## config.mk

```make
export PLATFORM = sky130hd
export DESIGN_NAME = graphics_control
export DESIGN_NICKNAME = d
export VERILOG_FILES = /design/src/rtl/graphics_control_pkg.sv /design/src/rtl/graphics_control_pass_counter.sv /design/src/rtl/graphics_control.sv
export SDC_FILE = /design/constraint.sdc
export NUM_CORES = 1
export LEC_CHECK = 0
export ABC_AREA = 1
export CAP_MARGIN = 40
export CORE_AREA = 3 3 53 92
export CTS_CLUSTER_SIZE = 20
export DETAILED_ROUTE_END_ITERATION = 6
export DIE_AREA = 0 0 56 95
export PLACE_DENSITY = 0.77
export SLEW_MARGIN = 20
export SYNTH_ARGS = -nofsm -noshare
export SYNTH_HDL_FRONTEND = slang
export SYNTH_SLANG_ARGS = --single-unit
```

## constraint.sdc

```tcl
create_clock -name clock -period 1.7 [get_ports clock]
set_input_delay 0.425 -clock clock [delete_from_list [all_inputs] [get_ports clock]]
set_output_delay 0.425 -clock clock [all_outputs]
set_load 0.05 [all_outputs]
```

## src/rtl/graphics_control_pkg.sv

```systemverilog
// Shared definitions for the block-drawing controller: widths, colours, FSM encoding.
package graphics_control_pkg;

    localparam int unsigned X_W = 8;
    localparam int unsigned Y_W = 7;
    localparam int unsigned C_W = 3;

    localparam int unsigned BLOCK_PIXELS_DEF = 64;

    localparam logic [C_W-1:0] BLACK = 3'b000;
    localparam logic [C_W-1:0] WHITE = 3'b111;

    typedef enum logic [2:0] {
        StIdle      = 3'd0,
        StLoadErase = 3'd1,
        StDrawErase = 3'd2,
        StLoadDraw  = 3'd3,
        StDrawDraw  = 3'd4,
        StDone      = 3'd5
    } gc_state_e;

    function automatic logic is_load_state(input gc_state_e s);
        return (s == StLoadErase) || (s == StLoadDraw);
    endfunction

    function automatic logic is_draw_state(input gc_state_e s);
        return (s == StDrawErase) || (s == StDrawDraw);
    endfunction

endpackage

```

## src/rtl/graphics_control_pass_counter.sv

```systemverilog
// Pixel counter for one drawing pass: clears on LOAD, counts during DRAW, flags the last pixel.
module graphics_control_pass_counter #(
    parameter int unsigned Limit = 64,
    parameter int unsigned Width = 6
) (
    input  logic clock,
    input  logic reset,
    input  logic i_clear,
    input  logic i_inc,
    output logic o_tc
);

    logic [Width-1:0] r_count;

    always_ff @(posedge clock) begin
        if (reset || i_clear) begin
            r_count <= '0;
        end else if (i_inc) begin
            r_count <= r_count + 1'b1;
        end
    end

    assign o_tc = (r_count == Width'(Limit - 1));

endmodule

```

## src/rtl/graphics_control.sv

```systemverilog
// Sequences the 8x8 block datapath through an optional erase pass and a draw pass per request.
module graphics_control
    import graphics_control_pkg::*;
#(
    parameter int unsigned    BLOCK_PIXELS = BLOCK_PIXELS_DEF,
    parameter logic [C_W-1:0] BG_COLOUR    = BLACK
) (
    input  logic           clock,
    input  logic           reset,
    input  logic           req_valid,
    output logic           req_ready,
    input  logic [X_W-1:0] req_x,
    input  logic [Y_W-1:0] req_y,
    input  logic [C_W-1:0] req_colour,
    input  logic           req_erase,
    input  logic           req_flash,
    output logic           load,
    output logic           enable,
    output logic           flash,
    output logic [X_W-1:0] x_to_dp,
    output logic [Y_W-1:0] y_to_dp,
    output logic [C_W-1:0] colour_to_dp,
    output logic           plot,
    output logic           busy,
    output logic           done
);

    localparam int unsigned CntW = (BLOCK_PIXELS > 1) ? $clog2(BLOCK_PIXELS) : 1;

    gc_state_e r_state;
    gc_state_e w_state_next;

    logic [X_W-1:0] r_req_x;
    logic [Y_W-1:0] r_req_y;
    logic [C_W-1:0] r_req_colour;
    logic           r_req_flash;
    logic [X_W-1:0] r_prev_x;
    logic [Y_W-1:0] r_prev_y;
    logic           r_has_prev;

    logic w_accept;
    logic w_pix_tc;

    assign w_accept = req_valid && (r_state == StIdle);

    graphics_control_pass_counter #(
        .Limit (BLOCK_PIXELS),
        .Width (CntW)
    ) u_pass_counter (
        .clock   (clock),
        .reset   (reset),
        .i_clear (is_load_state(r_state)),
        .i_inc   (is_draw_state(r_state)),
        .o_tc    (w_pix_tc)
    );

    always_ff @(posedge clock) begin
        if (reset) begin
            r_state <= StIdle;
        end else begin
            r_state <= w_state_next;
        end
    end

    // Reset also forgets the previous block, so the next erase request draws only.
    always_ff @(posedge clock) begin
        if (reset) begin
            r_req_x      <= '0;
            r_req_y      <= '0;
            r_req_colour <= '0;
            r_req_flash  <= 1'b0;
            r_prev_x     <= '0;
            r_prev_y     <= '0;
            r_has_prev   <= 1'b0;
        end else begin
            if (w_accept) begin
                r_req_x      <= req_x;
                r_req_y      <= req_y;
                r_req_colour <= req_colour;
                r_req_flash  <= req_flash;
            end
            if (r_state == StDone) begin
                r_prev_x   <= r_req_x;
                r_prev_y   <= r_req_y;
                r_has_prev <= 1'b1;
            end
        end
    end

    always_comb begin
        w_state_next = r_state;
        unique case (r_state)
            StIdle: begin
                if (req_valid) begin
                    w_state_next = (req_erase && r_has_prev) ? StLoadErase : StLoadDraw;
                end
            end
            StLoadErase: w_state_next = StDrawErase;
            StDrawErase: begin
                if (w_pix_tc) begin
                    w_state_next = StLoadDraw;
                end
            end
            StLoadDraw:  w_state_next = StDrawDraw;
            StDrawDraw: begin
                if (w_pix_tc) begin
                    w_state_next = StDone;
                end
            end
            StDone:      w_state_next = StIdle;
            default:     w_state_next = StIdle;
        endcase
    end

    always_comb begin
        req_ready    = 1'b0;
        busy         = 1'b1;
        done         = 1'b0;
        load         = 1'b0;
        enable       = 1'b0;
        flash        = 1'b0;
        plot         = 1'b0;
        x_to_dp      = '0;
        y_to_dp      = '0;
        colour_to_dp = '0;
        unique case (r_state)
            StIdle: begin
                req_ready = 1'b1;
                busy      = 1'b0;
            end
            StLoadErase, StDrawErase: begin
                load         = (r_state == StLoadErase);
                plot         = (r_state == StDrawErase);
                enable       = 1'b1;
                x_to_dp      = r_prev_x;
                y_to_dp      = r_prev_y;
                colour_to_dp = BG_COLOUR;
            end
            StLoadDraw, StDrawDraw: begin
                load         = (r_state == StLoadDraw);
                plot         = (r_state == StDrawDraw);
                enable       = 1'b1;
                flash        = r_req_flash;
                x_to_dp      = r_req_x;
                y_to_dp      = r_req_y;
                colour_to_dp = r_req_colour;
            end
            StDone: done = 1'b1;
            default: ;
        endcase
    end

endmodule

```

* Word-level counts from Yosys, hierarchy flattened *
Cells that the tools add are included.

storage, ports and cells
  bits of input ports = 23
  register bits after elaboration = 44
  output and inout port bits = 25

operators by class
  eq/ne operators = 9
  reductions and logical operators = 10
  $add $sub $neg = 1
  muxes and demuxes = 15

operators by type and width
  operator                                                count
  case mux 8 bit (2 select lines)                         1
  case mux 3 bit (5 select lines)                         1
  case mux 7 bit (2 select lines)                         1
  two-way mux 3 bit                                       4
  adder 6 x 1 -> 6 bit (second input constant)            1
  == test 3 x 2 -> 1 bit (second input constant)          2
  == test 3 bit (second input constant)                   2
  == test 6 bit (second input constant)                   1
  two-way mux 1 bit                                       5
  inequality test 2 x 1 -> 1 bit (second input constant)  2
  case mux 1 bit (2 select lines)                         2
  OR reduction 2 bit                                      2
  OR reduction 4 bit                                      1
  == test 3 x 1 -> 1 bit (second input constant)          1
  zero test 3 bit                                         1
  logical OR 1 bit                                        3
  AND reduction 3 bit                                     1
  logical AND 1 bit                                       2
  two-way mux 2 bit                                       1
  inequality test 2 bit (second input constant)           1

* Longest topological paths before layout *
  depth after elaboration = 4
  mapped depth = 8
  depth with buffers taken out = 8

* Cells and area by module *
A second synthesis with hierarchy kept.

second synthesis, totals
  cell total of the unflattened synthesis = 246
  area, all modules = 1954.4 um^2

by module, submodules not included
  module                         cells each  area each (um^2)  times used  sequential area each (um^2)
  graphics_control               209         1686.6            1           760.7
  graphics_control_pass_counter  37          267.8             1           120.1

* Worst setup path after synthesis *
No wires, ideal clock.

  kind = reg-to-output
  start point = register r_state[1]
  end point = output port y_to_dp[2]
  cell stages (with the launch flop) = 4
  arrival = 1.937 ns
  required time = 1.275 ns
  path slack = -0.662 ns
  cells stage by stage = dfxtp_1 -> a21oi_2 -> o21bai_4 -> o21ai_0

on the way
  longest elaborated chain between the ends = 3

RTL lines
  what                                            RTL line                 RTL
  start, declared                                 graphics_control.sv:30   gc_state_e r_state;
  start signal, assigned                          graphics_control.sv:59   r_state <= StIdle;
  start signal, assigned                          graphics_control.sv:61   r_state <= w_state_next;
  == test 3 x 2 -> 1 bit (tied with other cells)  graphics_control.sv:126  unique case (r_state)
  OR reduction 2 bit                              graphics_control.sv:126
  case mux 7 bit (2 select lines) (*)             graphics_control.sv:126
  end, declared                                   graphics_control.sv:21   output logic [Y_W-1:0] y_to_dp,

Every way passes the cells marked *; elsewhere a longest branch is shown, timed or not.

* Worst setup path after layout *
  start point = register r_state[1]
  end point = output port x_to_dp[6]

on the way
  longest elaborated chain between the ends = 3

RTL lines
  what                                            RTL line                 RTL
  == test 3 x 2 -> 1 bit (tied with other cells)  graphics_control.sv:126
  OR reduction 2 bit                              graphics_control.sv:126
  case mux 8 bit (2 select lines) (*)             graphics_control.sv:126
  end, declared                                   graphics_control.sv:20   output logic [X_W-1:0] x_to_dp,

Marked as above.

==> flow_summary.yaml <==
power_and_ir_drop:
  leakagePower_uw: 0.00120
  p_per_area_nw_per_um2: 1680
  total_power_uw: 5380
  peakVddDrop_uv: 1680
yosys:
  synth_edf_count: 0
  synth_top_area_share_pct: 42.8
  synthesis.area_um2: 2060
  ys_seq_elements: 44
  synth_area_leaders: "dfxtp_1 43%, a21oi_1 10%, nand3_1 9.5%"
  avgSynthCellArea_um2: 7.62
  synth_area_leader_cell: "dfxtp_1"
  yosys-top-cells-count: "44 x dfxtp_1, 41 x a21oi_1, 41 x nand2_1"
  synth_cells: 270
  synthDistinctLibCells: 25
  synth_nets: 294
  yosys_warnings: 0
  synth-async-reset-ratio_pct: 0
  synth_most_common_cell: "dfxtp_1"
  synth_flop_cell: "dfxtp_1"
  yosysSeqAreaShare_pct: 42.8
drt:
  routed_wl_mm: 5.60
  wire_per_inst_um: 14.4
  drtIter0Drc: 73
  drc: 0
  postRouteAntennaNets: 0
  post_drt_via_cell_ratio: 5.32
  drt_pass1_iterations: 4
  vias: 2066
sta:
  worst_slack_ps: -260
  rsz0062_at_grt: "true"
  post-route-period-util_pct: 115
  maxSlewViolCount: 0
  hold_violations: 0
  max_slew.worst_pin.slew_ps: 445
  max_freq_mhz: 510
  setup_violations: 22
  setup_tns_ps: -4880
  period_needed_ps: 1960
  slew_headroom_pct: 70.3
  fin_skew_ps: 3.62
cells_and_area:
  fin_util_pct: 76.4
  fin_nets: 362
  drive_gt1_share_pct: 32.7
  syn2layout_area_growth_pct: 55.5
  n_antenna_cell: 0
floorplan:
  die_y_um: 95
  fp.coreArea_um2: 4190
  row_count: 31
  die_x_um: 56
  die_area_um2: 5320
  initial_core_util_pct: 49.1
  boundaryPins: 48
cts:
  clockRootBuffer: "clkbuf_8"
  cts_sinks: 44
  cts_max_path_buffers: 2
  clk_pin_slew_ps: 80
  clkLatencyLatePin_ps: 290
  hold_buffers: 0
  cts_tree: "done"
  cts.htree.levels: 2
  cts_buffers: 5
critical_path:
  crit_fanout: 7
  arrival_ps: 1540
  timing.rr.start: "r_state[1]$_SDFFE_PP0P_"
  setup.worst_path.start_class: "flip-flop"
  startpoint: "r_state[1]$_SDFFE_PP0P_"
  path_class: "reg2out"
  cp-end-kind: "output port"
  worstPathRequired_ps: 1270
global_routing:
  grt_overflow: 0
  grtUsageTotal_pct: 22.1
  grt_start_max_net_pins: 32
  antenna_found_initial: 0
  grt_pass1_vias: 2018
  grt_pass1_wl_mm: 9.27
placed_design:
  pre_cts_ws_ps: -79.5
  numPortBuffers: 47
  dp_hpwl_mm: 3.67
  gp_congestion: 0.842
status:
  status: "finished, violations left"
  violations: "negative setup slack"
min_path:
  min-delay-start: "r_req_y[0]$_SDFFE_PP0P_"
  hold_class: "reg2reg"
run:
  maxCapViolCount: 0
-- kinds of logic (layout without fill, tap and decap cells) --
logic type      count (synthesis)  count (layout)  synth area share, %
compound gates                 75              75                 21.6
fa+ha+maj                       1               1                0.608
buf+inv                        49             118                 11.9
flops                          44              44                 42.8
simple gates                  101             101                 23.1
-- metrics by stage --
step | instances | area, µm² | hold WS (ps)
floorplan | 270 | 2180 | 433
global placement | 365 | 2760 | 449
detailed placement | 365 | 2760 | 453
CTS | 387 | 3130 | 465
global route | 388 | 3200 | 482
finish | 388 | 3200 | 464
-- final timing paths --
path                              to  slack, ps  depth (start not counted)
max                       x_to_dp[6]       -260                          6
max reg2reg  r_state[0]$_SDFFE_PP0P_         90                         10
min reg2reg  r_req_y[0]$_SDFFE_PP0P_        460                          2
min          r_req_y[0]$_SDFFE_PP0P_        460                          2
-- power by group --
part           internal [µW]  switching, µW  total, µW
Combinational           1450           1920       3370
Sequential              1210            128       1340
Clock                    332            337        669
-- placed cells by master (no fill, tap or decap), drive strengths merged --
cell,Yosys,layout
clkbuf,3,8
nand3,39,39
dfxtp,44,44
nor3,2,2
inv,33,32
clkinvlp,0,1
ha,1,1
clkdlybuf4s50,0,22
nand4,1,1
a21oi,42,42
nor2,16,16
nand2,43,43
o21ai,32,32
buf,13,55
o21bai,1,1
-- metal layers --
metal	up-vias	GRT usage, %	part of all wire [%]
li1	1024	-	-
met5	-	0	0
met4	0	13.3	4.6
met1	963	24.3	37
met2	59	39.2	54
met3	20	3.97	4.4
-- critical path: stages, from the launching register on --
cell,delay (ps)
dfxtp_4,380
nor2_4,50
buf_12,120
o21bai_4,270
buf_12,200
o21ai_4,70
buf_6,150
-- layout make-up --
class / count / area, µm²
Clock buffer: 8 / 90.1
Fill cell: 314 / 988
Inverter: 33 / 135
Multi-Input combinational cell: 177 / 1160
Sequential cell: 44 / 892
Tap cell: 49 / 61.3
Timing Repair Buffer: 77 / 865
-- flip-flops by register name (all words and copies together) (netlist names) --
name                    cells
r_has_prev                  1
u_pass_counter.r_count      6
r_req_colour                3
r_req_y                     7
r_prev_y                    7
r_req_x                     8
r_req_flash                 1
r_state                     3
r_prev_x                    8
-- repair_timing --
| item | CTS | global route |
|---|---|---|
| buffers inserted | 14 | 2 |
| cloned | 1 | 0 |
| gates resized for setup | 39 | 16 |
| endpoints found under the setup margin | 23 | 24 |
| pin swaps | 7 | 5 |
(Power assumes the default switching activity.)
